==> config.mk <==
export PLATFORM = sky130hd
export DESIGN_NAME = mem_stage_flat
export DESIGN_NICKNAME = d
export VERILOG_FILES = /design/src/rtl/mycpu_pkg.sv /design/src/rtl/mem_stage_if.sv /design/src/rtl/load_align.sv /design/src/rtl/mem_stage.sv /design/src/flat_wrapper.sv
export SDC_FILE = /design/constraint.sdc
export NUM_CORES = 1
export LEC_CHECK = 0
export CAP_MARGIN = 5
export CORE_AREA = 2 2 164 166
export CTS_BUF_LIST = sky130_fd_sc_hd__clkbuf_4
export DETAILED_ROUTE_END_ITERATION = 12
export DIE_AREA = 0 0 166 168
export PLACE_DENSITY = 0.77
export SETUP_SLACK_MARGIN = 0.05
export SYNTH_ARGS = -nofsm -noshare
export SYNTH_HDL_FRONTEND = slang
export SYNTH_SLANG_ARGS = --single-unit
==> constraint.sdc <==
create_clock -name clk -period 5.04 [get_ports clk]
set_input_delay 0.756 -clock clk [delete_from_list [all_inputs] [get_ports clk]]
set_output_delay 0.756 -clock clk [all_outputs]
set_load 0.05 [all_outputs]
==> src/rtl/mycpu_pkg.sv <==
`default_nettype none
// ============================================================================
//  Package     : mycpu_pkg
//  Description : Shared types for the MEM pipeline stage. Holds the bus
//                widths, bus layouts, exception and memop bit orders, and the
//                FSM state encoding.
//  Revision    : 1.0 - initial release
// ============================================================================
package mycpu_pkg;

    // Bus widths
    localparam int ES_TO_MS_BUS_WD = 165;
    localparam int MS_TO_WS_BUS_WD = 155;
    localparam int MS_RES          = 43;

    // The MSB of cp0_msg flags an instruction whose result comes from CP0 (mfc0)
    localparam int CP0_RES_BIT = 41;

    // Exception vector, MSB first: int,ri,bp,ov,ades,adel,sys = 6..0
    typedef struct packed {
        logic intr;
        logic ri;
        logic bp;
        logic ov;
        logic ades;
        logic adel;
        logic sys;
    } exc_t;

    // Memory operation one-hot, MSB first: lwr,lwl,hu,h,bu,b,w = 6..0
    typedef struct packed {
        logic lwr;
        logic lwl;
        logic hu;
        logic h;
        logic bu;
        logic b;
        logic w;
    } memop_t;

    // EXE -> MEM bus layout
    typedef struct packed {
        logic        delay_slot;
        logic [41:0] cp0_msg;
        exc_t        exc;
        logic [1:0]  addr_low2b;
        memop_t      memop_type;
        logic [31:0] badvaddr;
        logic        res_from_mem;
        logic [3:0]  gr_we;
        logic [4:0]  dest;
        logic [31:0] alu_result;
        logic [31:0] pc;
    } es_to_ms_t;

    // MEM -> WB bus layout
    typedef struct packed {
        logic        delay_slot;
        logic [41:0] cp0_msg;
        exc_t        exc;
        logic [31:0] badvaddr;
        logic [3:0]  gr_we;
        logic [4:0]  dest;
        logic [31:0] final_result;
        logic [31:0] pc;
    } ms_to_ws_t;

    // MEM forwarding bundle to decode
    typedef struct packed {
        logic        res_from_cp0;
        logic        load_pending;
        logic [3:0]  gr_we;
        logic [4:0]  dest;
        logic [31:0] final_result;
    } ms_res_t;

    // Data-access FSM encoding
    localparam logic [1:0] ST_IDLE    = 2'd0;
    localparam logic [1:0] ST_WAIT    = 2'd1;
    localparam logic [1:0] ST_HOLD    = 2'd2;
    localparam logic [1:0] ST_DISCARD = 2'd3;

endpackage
`default_nettype wire

==> src/rtl/mem_stage_if.sv <==
`default_nettype none
// ============================================================================
//  Interface   : mem_stage_if
//  Description : Handshake and bus bundle around the MEM stage. The master
//                side is the surrounding pipeline (EXE, WB, data SRAM); the
//                slave side is mem_stage.
//  Revision    : 1.0 - initial release
// ============================================================================
interface mem_stage_if #(
    parameter int DATA_W = 32,
    parameter int EXC_W  = 7
);
    import mycpu_pkg::*;

    logic                       ws_allowin;
    logic                       ms_allowin;
    logic                       es_to_ms_valid;
    logic [ES_TO_MS_BUS_WD-1:0] es_to_ms_bus;
    logic                       es_req_sent;
    logic [DATA_W-1:0]          data_sram_rdata;
    logic                       data_sram_dataok;
    logic [EXC_W-1:0]           wbexc;
    logic                       ms_to_ws_valid;
    logic [MS_TO_WS_BUS_WD-1:0] ms_to_ws_bus;
    logic [MS_RES-1:0]          ms_res;
    logic [EXC_W-1:0]           memexc;

    modport master (
        output ws_allowin, es_to_ms_valid, es_to_ms_bus, es_req_sent,
               data_sram_rdata, data_sram_dataok, wbexc,
        input  ms_allowin, ms_to_ws_valid, ms_to_ws_bus, ms_res, memexc
    );

    modport slave (
        input  ws_allowin, es_to_ms_valid, es_to_ms_bus, es_req_sent,
               data_sram_rdata, data_sram_dataok, wbexc,
        output ms_allowin, ms_to_ws_valid, ms_to_ws_bus, ms_res, memexc
    );

endinterface
`default_nettype wire

==> src/rtl/load_align.sv <==
`default_nettype none
// ============================================================================
//  Module      : load_align
//  Description : Combinational load-data alignment and extension. Produces
//                the register write data and the refined byte strobe used by
//                lwl/lwr partial writes.
//  Revision    : 1.0 - initial release
// ============================================================================
module load_align
    import mycpu_pkg::*;
(
    input  wire logic [31:0] rdata_i,
    input  memop_t           memop_i,
    input  wire logic [1:0]  addr_low2b_i,
    input  wire logic [3:0]  gr_we_i,
    output logic      [31:0] data_o,
    output logic      [3:0]  strobe_o
);

    logic [7:0]  w_byte;
    logic [15:0] w_half;
    logic [4:0]  w_shl;
    logic [4:0]  w_shr;

    // Select the addressed byte/halfword and build extended or shifted data
    always_comb begin
        w_byte   = rdata_i[{addr_low2b_i, 3'b000} +: 8];
        w_half   = addr_low2b_i[1] ? rdata_i[31:16] : rdata_i[15:0];
        // lwl shifts left by 3-a bytes; for a 2-bit value 3-a equals ~a
        w_shl    = {~addr_low2b_i, 3'b000};
        w_shr    = {addr_low2b_i, 3'b000};
        data_o   = rdata_i;
        strobe_o = gr_we_i;
        if (memop_i.b) begin
            data_o = {{24{w_byte[7]}}, w_byte};
        end else if (memop_i.bu) begin
            data_o = {24'd0, w_byte};
        end else if (memop_i.h) begin
            data_o = {{16{w_half[15]}}, w_half};
        end else if (memop_i.hu) begin
            data_o = {16'd0, w_half};
        end else if (memop_i.lwl) begin
            data_o   = rdata_i << w_shl;
            strobe_o = 4'b1111 << ~addr_low2b_i;
        end else if (memop_i.lwr) begin
            data_o   = rdata_i >> w_shr;
            strobe_o = 4'b1111 >> addr_low2b_i;
        end
    end

endmodule
`default_nettype wire

==> src/rtl/mem_stage.sv <==
`default_nettype none
// ============================================================================
//  Module      : mem_stage
//  Description : MEM pipeline stage between EXE and WB. Waits for the data
//                SRAM data handshake of loads/stores, aligns load data, and
//                drives the WB bus, forwarding bundle and exception vector.
//                Stale SRAM responses after a WB flush are swallowed.
//                Optional feature macro: MS_LOAD_FWD_EN (forward load data to
//                decode as soon as it is ready instead of stalling decode
//                until the load reaches WB).
//  Revision    : 1.0 - initial release
// ============================================================================
module mem_stage
    import mycpu_pkg::*;
#(
    parameter int DATA_W = 32,
    parameter int EXC_W  = 7
)(
    input wire logic   clk,
    input wire logic   reset,
    mem_stage_if.slave ms_if
);

    es_to_ms_t         bus_q;
    logic              ms_valid_q;
    logic              need_data_q;
    logic [1:0]        state_q;
    logic [1:0]        state_d;
    logic [DATA_W-1:0] rdata_buf_q;

    es_to_ms_t         es_bus;
    logic              flush;
    logic              dataok;
    logic              ms_ready_go;
    logic              accept;
    logic              accept_req;
    logic [1:0]        req_next_state;
    logic [DATA_W-1:0] rdata_sel;
    logic [31:0]       align_data;
    logic [3:0]        align_strobe;
    logic [31:0]       final_result;
    logic [3:0]        gr_we_wb;
    logic              load_pending;
    ms_to_ws_t         wb_bus;
    ms_res_t           fwd_bus;

    assign es_bus = ms_if.es_to_ms_bus;
    assign flush  = |ms_if.wbexc;
    assign dataok = ms_if.data_sram_dataok;

    // Handshake outputs: readiness, back-pressure and WB valid
    always_comb begin
        ms_ready_go = !need_data_q || (state_q == ST_HOLD) ||
                      ((state_q == ST_WAIT) && dataok);
        // While discarding, the stage stays closed until the stale response drains
        ms_if.ms_allowin = (state_q != ST_DISCARD) &&
                           (!ms_valid_q || (ms_ready_go && ms_if.ws_allowin));
        ms_if.ms_to_ws_valid = ms_valid_q && ms_ready_go && !flush;
        ms_if.memexc = ms_valid_q ? EXC_W'(bus_q.exc) : '0;
        accept     = ms_if.es_to_ms_valid && ms_if.ms_allowin;
        accept_req = accept && ms_if.es_req_sent;
    end

    // Valid bit, bus register and need-data flag
    always_ff @(posedge clk) begin
        if (reset) begin
            ms_valid_q  <= 1'b0;
            bus_q       <= '0;
            need_data_q <= 1'b0;
        end else begin
            if (flush) begin
                ms_valid_q <= 1'b0;
            end else if (ms_if.ms_allowin) begin
                ms_valid_q <= ms_if.es_to_ms_valid;
            end
            if (accept) begin
                bus_q       <= es_bus;
                need_data_q <= ms_if.es_req_sent;
            end
        end
    end

    // Capture returned data when it cannot be passed straight to WB
    always_ff @(posedge clk) begin
        if (reset) begin
            rdata_buf_q <= '0;
        end else if ((state_q == ST_WAIT) && dataok) begin
            rdata_buf_q <= ms_if.data_sram_rdata;
        end
    end

    // FSM state register
    always_ff @(posedge clk) begin
        if (reset) begin
            state_q <= ST_IDLE;
        end else begin
            state_q <= state_d;
        end
    end

    // FSM next state; a dataok seen alongside a new acceptance settles the old request
    always_comb begin
        // Where the FSM lands once the current access has retired
        if (accept_req) begin
            req_next_state = flush ? ST_DISCARD : ST_WAIT;
        end else begin
            req_next_state = ST_IDLE;
        end
        state_d = state_q;
        case (state_q)
            ST_IDLE: begin
                state_d = req_next_state;
            end
            ST_WAIT: begin
                if (dataok) begin
                    state_d = (flush || ms_if.ws_allowin) ? req_next_state : ST_HOLD;
                end else if (flush) begin
                    state_d = ST_DISCARD;
                end
            end
            ST_HOLD: begin
                if (flush || ms_if.ws_allowin) begin
                    state_d = req_next_state;
                end
            end
            ST_DISCARD: begin
                if (dataok) begin
                    state_d = ST_IDLE;
                end
            end
            default: state_d = ST_IDLE;
        endcase
    end

    // Zero-latency path uses live SRAM data; HOLD uses the captured copy
    assign rdata_sel = (state_q == ST_HOLD) ? rdata_buf_q : ms_if.data_sram_rdata;

    load_align u_load_align (
        .rdata_i      (rdata_sel),
        .memop_i      (bus_q.memop_type),
        .addr_low2b_i (bus_q.addr_low2b),
        .gr_we_i      (bus_q.gr_we),
        .data_o       (align_data),
        .strobe_o     (align_strobe)
    );

    // Result selection and WB / forwarding bus assembly
    always_comb begin
        final_result = bus_q.res_from_mem ? align_data : bus_q.alu_result;
        // A faulting instruction must never write the register file
        if (|bus_q.exc) begin
            gr_we_wb = 4'b0000;
        end else begin
            gr_we_wb = bus_q.res_from_mem ? align_strobe : bus_q.gr_we;
        end
`ifdef MS_LOAD_FWD_EN
        load_pending = bus_q.res_from_mem && !ms_ready_go;
`else
        load_pending = bus_q.res_from_mem;
`endif
        wb_bus.delay_slot   = bus_q.delay_slot;
        wb_bus.cp0_msg      = bus_q.cp0_msg;
        wb_bus.exc          = bus_q.exc;
        wb_bus.badvaddr     = bus_q.badvaddr;
        wb_bus.gr_we        = gr_we_wb;
        wb_bus.dest         = bus_q.dest;
        wb_bus.final_result = final_result;
        wb_bus.pc           = bus_q.pc;
        fwd_bus.res_from_cp0 = bus_q.cp0_msg[CP0_RES_BIT];
        fwd_bus.load_pending = load_pending;
        fwd_bus.gr_we        = gr_we_wb;
        fwd_bus.dest         = bus_q.dest;
        fwd_bus.final_result = final_result;
        ms_if.ms_to_ws_bus = wb_bus;
        ms_if.ms_res       = ms_valid_q ? fwd_bus : '0;
    end

endmodule
`default_nettype wire

==> src/flat_wrapper.sv <==
// flat-port wrapper written by rule: the top's interface ports become plain ports
module mem_stage_flat import mycpu_pkg::*;
#(
    parameter int DATA_W = 32,
    parameter int EXC_W  = 7
)
  (clk, reset, ms_if_ws_allowin, ms_if_es_to_ms_valid, ms_if_es_to_ms_bus, ms_if_es_req_sent, ms_if_data_sram_rdata, ms_if_data_sram_dataok, ms_if_wbexc, ms_if_ms_allowin, ms_if_ms_to_ws_valid, ms_if_ms_to_ws_bus, ms_if_ms_res, ms_if_memexc);
  mem_stage_if #(.DATA_W(DATA_W), .EXC_W(EXC_W)) ms_if_i ();
  input wire logic clk;
  input wire logic reset;
  input wire logic [$bits(ms_if_i.ws_allowin)-1:0] ms_if_ws_allowin;
  input wire logic [$bits(ms_if_i.es_to_ms_valid)-1:0] ms_if_es_to_ms_valid;
  input wire logic [$bits(ms_if_i.es_to_ms_bus)-1:0] ms_if_es_to_ms_bus;
  input wire logic [$bits(ms_if_i.es_req_sent)-1:0] ms_if_es_req_sent;
  input wire logic [$bits(ms_if_i.data_sram_rdata)-1:0] ms_if_data_sram_rdata;
  input wire logic [$bits(ms_if_i.data_sram_dataok)-1:0] ms_if_data_sram_dataok;
  input wire logic [$bits(ms_if_i.wbexc)-1:0] ms_if_wbexc;
  output wire logic [$bits(ms_if_i.ms_allowin)-1:0] ms_if_ms_allowin;
  output wire logic [$bits(ms_if_i.ms_to_ws_valid)-1:0] ms_if_ms_to_ws_valid;
  output wire logic [$bits(ms_if_i.ms_to_ws_bus)-1:0] ms_if_ms_to_ws_bus;
  output wire logic [$bits(ms_if_i.ms_res)-1:0] ms_if_ms_res;
  output wire logic [$bits(ms_if_i.memexc)-1:0] ms_if_memexc;
  assign ms_if_i.ws_allowin = ms_if_ws_allowin;
  assign ms_if_i.es_to_ms_valid = ms_if_es_to_ms_valid;
  assign ms_if_i.es_to_ms_bus = ms_if_es_to_ms_bus;
  assign ms_if_i.es_req_sent = ms_if_es_req_sent;
  assign ms_if_i.data_sram_rdata = ms_if_data_sram_rdata;
  assign ms_if_i.data_sram_dataok = ms_if_data_sram_dataok;
  assign ms_if_i.wbexc = ms_if_wbexc;
  assign ms_if_ms_allowin = ms_if_i.ms_allowin;
  assign ms_if_ms_to_ws_valid = ms_if_i.ms_to_ws_valid;
  assign ms_if_ms_to_ws_bus = ms_if_i.ms_to_ws_bus;
  assign ms_if_ms_res = ms_if_i.ms_res;
  assign ms_if_memexc = ms_if_i.memexc;
  mem_stage #(.DATA_W(DATA_W), .EXC_W(EXC_W)) u_core (.clk(clk), .reset(reset), .ms_if(ms_if_i));
endmodule
==> impl_metrics.yaml, run 1 <==
yosys:
  synth.most_common_cell: "nand2_1"
  synth_cell_types: 60
  yosysTopAreaCell: "dfxtp_1"
  synth_edf_count: 0
  synthFlopType: "dfxtp_1"
  async_flop_share: 0
  ys_warn_count: 0
  synthTopCellsByCount: "nand2_1, a21oi_1, dfxtp_1"
  yosys.area.top_type_share: 0.3486
  syn_area_per_cell_um2: 7.506
  syn_inst: 1530
  yosysSeqAreaShare: 0.3486
  yosys-top-cells-area: "dfxtp_1, nand2_1, a21oi_1"
  synth.net_count: 1740
  ys_ff_latch: 200
  synth_area_um2: 11480
pwr:
  powerDensity_nw_per_um2: 255.0
  leakage_nw: 5.624
  ir_drop_mv: 0.1614
grt:
  antenna_found_initial: 6
  grt_pass1_vias: 11500
  grt_start_max_net_pins: 103
  grt_use_total: 0.2898
  grt_pass1_wl_um: 64170
  grt_overflow: 0
detailed_routing:
  route.detailed.drc: 0
  drtAntennaViolNets: 0
  wire_per_inst_um: 19.89
  drt_iter0_drc: 1215
  drt-total-wl_um: 41870
  via_count: 11850
  first_pass_iters: 5
  post_drt_via_cell_ratio: 5.628
clocking:
  post_cts_buffers: 0
  clk_pin_slew_ns: 0.17
  cts_tree: "built"
  clock_path_buffers: 2
  clock_latency_ns: 0.61
  htree_num_levels: 4
  cts_num_sinks: 200
  cts-root-buf: "clkbuf_4"
  cts-buffers-inserted: 17
  hold_buffers: 0
timing:
  slew_headroom: 0.3666
  rsz0062_at_grt: "false"
  fmax_mhz: 220.6
  hold_viol_final: 0
  finalCritPeriodShare: 0.8996
  clock_skew_ns: 0.04410
  tns_ns: 0
  worst_pin_slew_ns: 0.9501
  hold_ws_ns: 0.4649
  finalCriticalPeriod_ns: 4.534
  finalSetupViolCount: 0
  drv_slew: 0
  setup_ws_ns: 0.5062
worst_setup_path:
  slowest_stage: "clkdlybuf4s50_1"
  path_buf_inv: 1
  crit_path_frequent_cell: "nor2_1"
  cp.arrival_ns: 3.78
  cp_data_required_time_ns: 4.28
  cpPeakStageDelay_ns: 0.86
  critPathKind: "flop to output pin"
  endpoint_kind: "output pin"
  critical-path-top-delay-family: "simple AND/OR/NAND/NOR gates"
  worst-path-max-fanout: 11
  start_kind: "flop"
  crit_chain: "or3b_2 -> nor2_1 -> nor2_1 -> nor3_1 -> and2_1 -> clkdlybuf4s50_1"
floorplan:
  placementRows: 60
  die_y_um: 168
  die_w_um: 166
  core-area_um2: 26350
  pin_count: 417
  start_util: 0.4358
  die-area_um2: 27890
layout:
  drive_above_1_share: 0.09137
  multi_input_area_um2: 6036
  synthToLayoutAreaGrowth_pct: 31.75
  final_nets: 1959
  fin_util: 0.5742
  n_fill_cell: 2470
  fin_area_um2: 15130
  regArea_um2: 4008
job:
  max-cap-violations: 0
placement:
  post_dp_cell_area_um2: 14810
  numPortBuffers: 415
  gp_congestion: 0.9445
  dp_slack_ns: 0.8226
  dp_hpwl_um: 31110
status:
  outcome: "finished clean"
hold_path:
  hold_path_class: "flop to flop"
[routing by layer]
metal  up-vias  global-route usage  wire, um
li1       5627                   -         -
met1      5527              0.3268     15600
met2       574              0.5064     20700
met3       112             0.08439      3577
met4         6              0.1346      1947
met5         -                   0        39
[layout make-up]
class | instances | area share
antenna | 2 | 0.0003308
clock inverter | 14 | 0.01158
multi-input combinational | 1079 | 0.3989
tap | 341 | 0.02820
inverter | 8 | 0.001985
timing repair buffer | 443 | 0.2852
clock buffer | 18 | 0.008931
sequential | 200 | 0.2649
[repair_timing]
| item | in CTS | in global routing |
|---|---|---|
| gates resized for setup | 0 | 1 |
| setup endpoints to repair | 0 | 1 |
| hold endpoints to repair | 0 | 0 |
[cell usage in the layout (no fill, tap or decap), drive strengths merged, types with 6 or more instances in the layout]
cell / instances
o22ai: 14
inv: 13
a211o: 9
mux2: 13
a21oi: 224
clkbuf: 18
a211oi: 34
mux2i: 32
a221oi: 6
o31ai: 29
nand3: 13
nor2b: 9
a22oi: 8
and3b: 9
a31o: 6
o32ai: 9
o221ai: 9
clkinv: 9
o211ai: 13
nor3: 12
mux4: 16
dfxtp: 200
nor2: 54
o21ai: 32
and2: 25
buf: 74
nand2: 424
or2: 9
a31oi: 10
nor4: 6
clkdlybuf4s50: 369
a2bb2oi: 8
a21o: 8
[logic make-up after synthesis]
group | count (synthesis) | synth area share
muxes | 61 | 0.07234
DFF | 200 | 0.3486
and+or+nand+nor | 577 | 0.2118
AOI/OAI and AO/OA | 440 | 0.2384
adders and majority gates | 1 | 0.0008716
buffers and inverters | 251 | 0.1280
[through the flow]
step,std cells,power (mW)
floorplan,1530,2.545
CTS,2103,3.881
global route,2105,4.022
detailed placement,2071,2.961
finish,2105,3.858
global placement,2071,2.946
[flip-flops by register name, summed over array words and instances, names as in the netlist]
register                   flops
u_core.bus_q                  44
u_core.load_pending            1
u_core.ms_if.ms_to_ws_bus    119
u_core.ms_valid_q              1
u_core.need_data_q             1
u_core.rdata_buf_q            32
u_core.state_q                 2
[worst reg2reg max path: cells and delay by family, from the launching register on]
kind	cells	cell delay [ns]
and+or+nand+nor	2	0.31
DFF	1	0.35
buffers and inverters	2	0.58
AOI/OAI and AO/OA	3	1.50
[final timing paths]
check                    start                           end  slack, ns  cells after the start
max          u_core.bus_q[107]              ms_if_ms_res[38]       0.51                      6
min           u_core.bus_q[42]              u_core.bus_q[42]       0.46                      2
max reg2reg  u_core.state_q[0]  u_core.ms_if.ms_to_ws_bus[2]       2.23                      7
min reg2reg   u_core.bus_q[42]              u_core.bus_q[42]       0.46                      2
[where the power goes]
group / internal, mW / switching [mW] / total, mW / leakage, nW
combinational: 0.463 / 0.752 / 1.21 / 3.82
sequential: 1.67 / 0.0583 / 1.72 / 1.64
clock: 0.242 / 0.678 / 0.920 / 0.164
total: 2.37 / 1.49 / 3.86 / 5.62
No activity file was read; power rests on OpenSTA's default activity.
==> run 2: changes to the inputs <==
Settings changed: ABC_CLOCK_PERIOD_IN_PS set to 5040.
==> results of run 2 <==
The final DEF is identical to that of run 1; final timing and power are the same.
==> run 3: changes to the inputs <==
Settings changed: CORE_AREA 2 2 164 166 to not set, CORE_ASPECT_RATIO set to 0.7, CORE_UTILIZATION set to 50, DIE_AREA 0 0 166 168 to not set, PLACE_DENSITY 0.77 to 0.86, REMOVE_ABC_BUFFERS set to 1.
==> run 3 against run 2 <==
Clock skew decreased by 0.0052 ns. First-iteration DRC count increased by 22%. Maximum frequency decreased by 4.2%. Global-route usage increased by 6.5 points. Wire length increased by 1.8%. Highest routed layer is now met4. Utilization increased by 11 points. Largest cell class unchanged. Sequential share of layout area decreased by 0.14 points. Register-to-register slack got worse by 0.04 ns. Cell area increased by 0.46%.
==> impl_metrics.yaml, run 3 (synthesis gave the netlist of run 1 again) <==
status:
  outcome: "finished clean"
placement:
  post_dp_cell_area_um2: 14910
  numPortBuffers: 415
  dp_hpwl_um: 31260
  gp_congestion: 1.008
  dp_cells: 2050
grt:
  grt_pass1_wl_um: 64210
  grt_use_total: 0.3551
  grt_pass1_vias: 11380
  grt_start_max_net_pins: 153
  antenna_found_initial: 1
  grt_overflow: 0
worst_setup_path:
  worst-path-max-fanout: 30
  critPathKind: "flop to output pin"
  r2r_start: "u_core.state_q[0]"
  start_kind: "flop"
  cp.arrival_ns: 3.98
  cp_data_required_time_ns: 4.28
  cp-startpoint: "u_core.bus_q[113]"
  endpoint_kind: "output pin"
detailed_routing:
  post_drt_via_cell_ratio: 5.909
  via_count: 12310
  route.detailed.drc: 0
  drt_iter0_drc: 1484
  wire_per_inst_um: 20.47
  first_pass_iters: 6
  drtAntennaViolNets: 0
  drt-total-wl_um: 42630
layout:
  layout_common_cells: "nand2_1, clkdlybuf4s50_1, a21oi_1"
  synthToLayoutAreaGrowth_pct: 32.36
  fin_area_um2: 15200
  final_common_cell: "nand2_1"
  drive_above_1_share: 0.09567
  fin_cells: 2083
  largest_reg_flops: 119
  final_nets: 1974
pwr:
  leakage_nw: 5.675
  ir_drop_mv: 0.1901
  p_total_mw: 3.875
  powerDensity_nw_per_um2: 254.9
timing:
  clock_skew_ns: 0.03891
  drv_slew: 0
  hold_viol_final: 0
  finalCriticalPeriod_ns: 4.732
  finalCritPeriodShare: 0.9388
  slew_headroom: 0.3311
  fmax_mhz: 211.3
  worst_pin_slew_ns: 0.9957
  hold_ws_ns: 0.4633
  rsz0062_at_grt: "false"
  finalSetupViolCount: 0
clocking:
  clock_latency_ns: 0.64
  cts-buffers-inserted: 17
  cts_num_sinks: 200
  clk_pin_slew_ns: 0.17
  cts_resized: 0
  cts_tree: "built"
  hold_buffers: 0
  htree_num_levels: 4
  cts-root-buf: "clkbuf_4"
  clock_path_buffers: 2
  post_cts_buffers: 0
floorplan:
  die_y_um: 128.8
  core-area_um2: 22070
  placementRows: 45
  start_util: 0.5204
  die_w_um: 183.1
  pin_count: 417
  die-area_um2: 23590
job:
  max-cap-violations: 0
hold_path:
  hp-start: "u_core.ms_if.ms_to_ws_bus[144]"
  hold_path_class: "flop to flop"
-- run 3: changes by cell type in the layout (fill, tap and decap cells not counted), sizes merged, moves of 2 or more --
cell           before  now
clkinvlp            0    2
clkinv              9    6
clkdlybuf4s50     369  375
bufinv              0    2
inv                13   11
buf                74   83
-- run 3: metrics by stage --
stage               setup WS [ns]  TNS, ns  utilization
floorplan                  -1.981  -282.80            -
global placement           0.6918        0       0.6756
detailed placement         0.6624        0       0.6756
CTS                        0.4144        0       0.6886
global route               0.1806        0       0.6887
finish                     0.3082        0       0.6887
-- run 3: final cells by class --
class / instances / area [um2]
Tap cell: 305 / 381.6
Clock inverter: 13 / 143.9
Inverter: 8 / 30.03
Multi-Input combinational cell: 1079 / 6040
Clock buffer: 19 / 142.6
Timing Repair Buffer: 458 / 4456
Sequential cell: 200 / 4005
Antenna cell: 1 / 2.502
Fill cell: 1838 / 6870
-- run 3: final timing paths --
check        depth (start not counted)                        endpoint  slack (ns)
max                                  8                ms_if_ms_res[28]        0.31
max reg2reg                          7   u_core.ms_if.ms_to_ws_bus[96]        2.19
min reg2reg                          2  u_core.ms_if.ms_to_ws_bus[144]        0.46
min                                  2  u_core.ms_if.ms_to_ws_bus[144]        0.46
-- run 3: worst max-delay path, stage by stage, from the launching register on --
cell	delay [ns]
dfxtp_2	0.81
mux2i_1	0.18
or3_1	0.37
a21boi_2	0.73
buf_4	0.26
nor3_4	0.05
buf_4	0.26
a211oi_1	0.38
buf_4	0.28
-- run 3: layer usage --
metal	wire length (um)	vias to the layer above	part of all wire	track usage
met2	19610	753	0.46	0.5732
met4	1405	0	0.033	0.1343
met5	0	-	0	0
met3	4952	123	0.12	0.1209
li1	-	5653	-	-
met1	16670	5780	0.39	0.4398
-- run 3: where the power goes --
part	switching, mW	leakage [nW]	internal (mW)
Clock	0.599	0.153	0.312
Combinational	0.762	3.88	0.472
Sequential	0.0648	1.64	1.66
Total	1.43	5.68	2.45
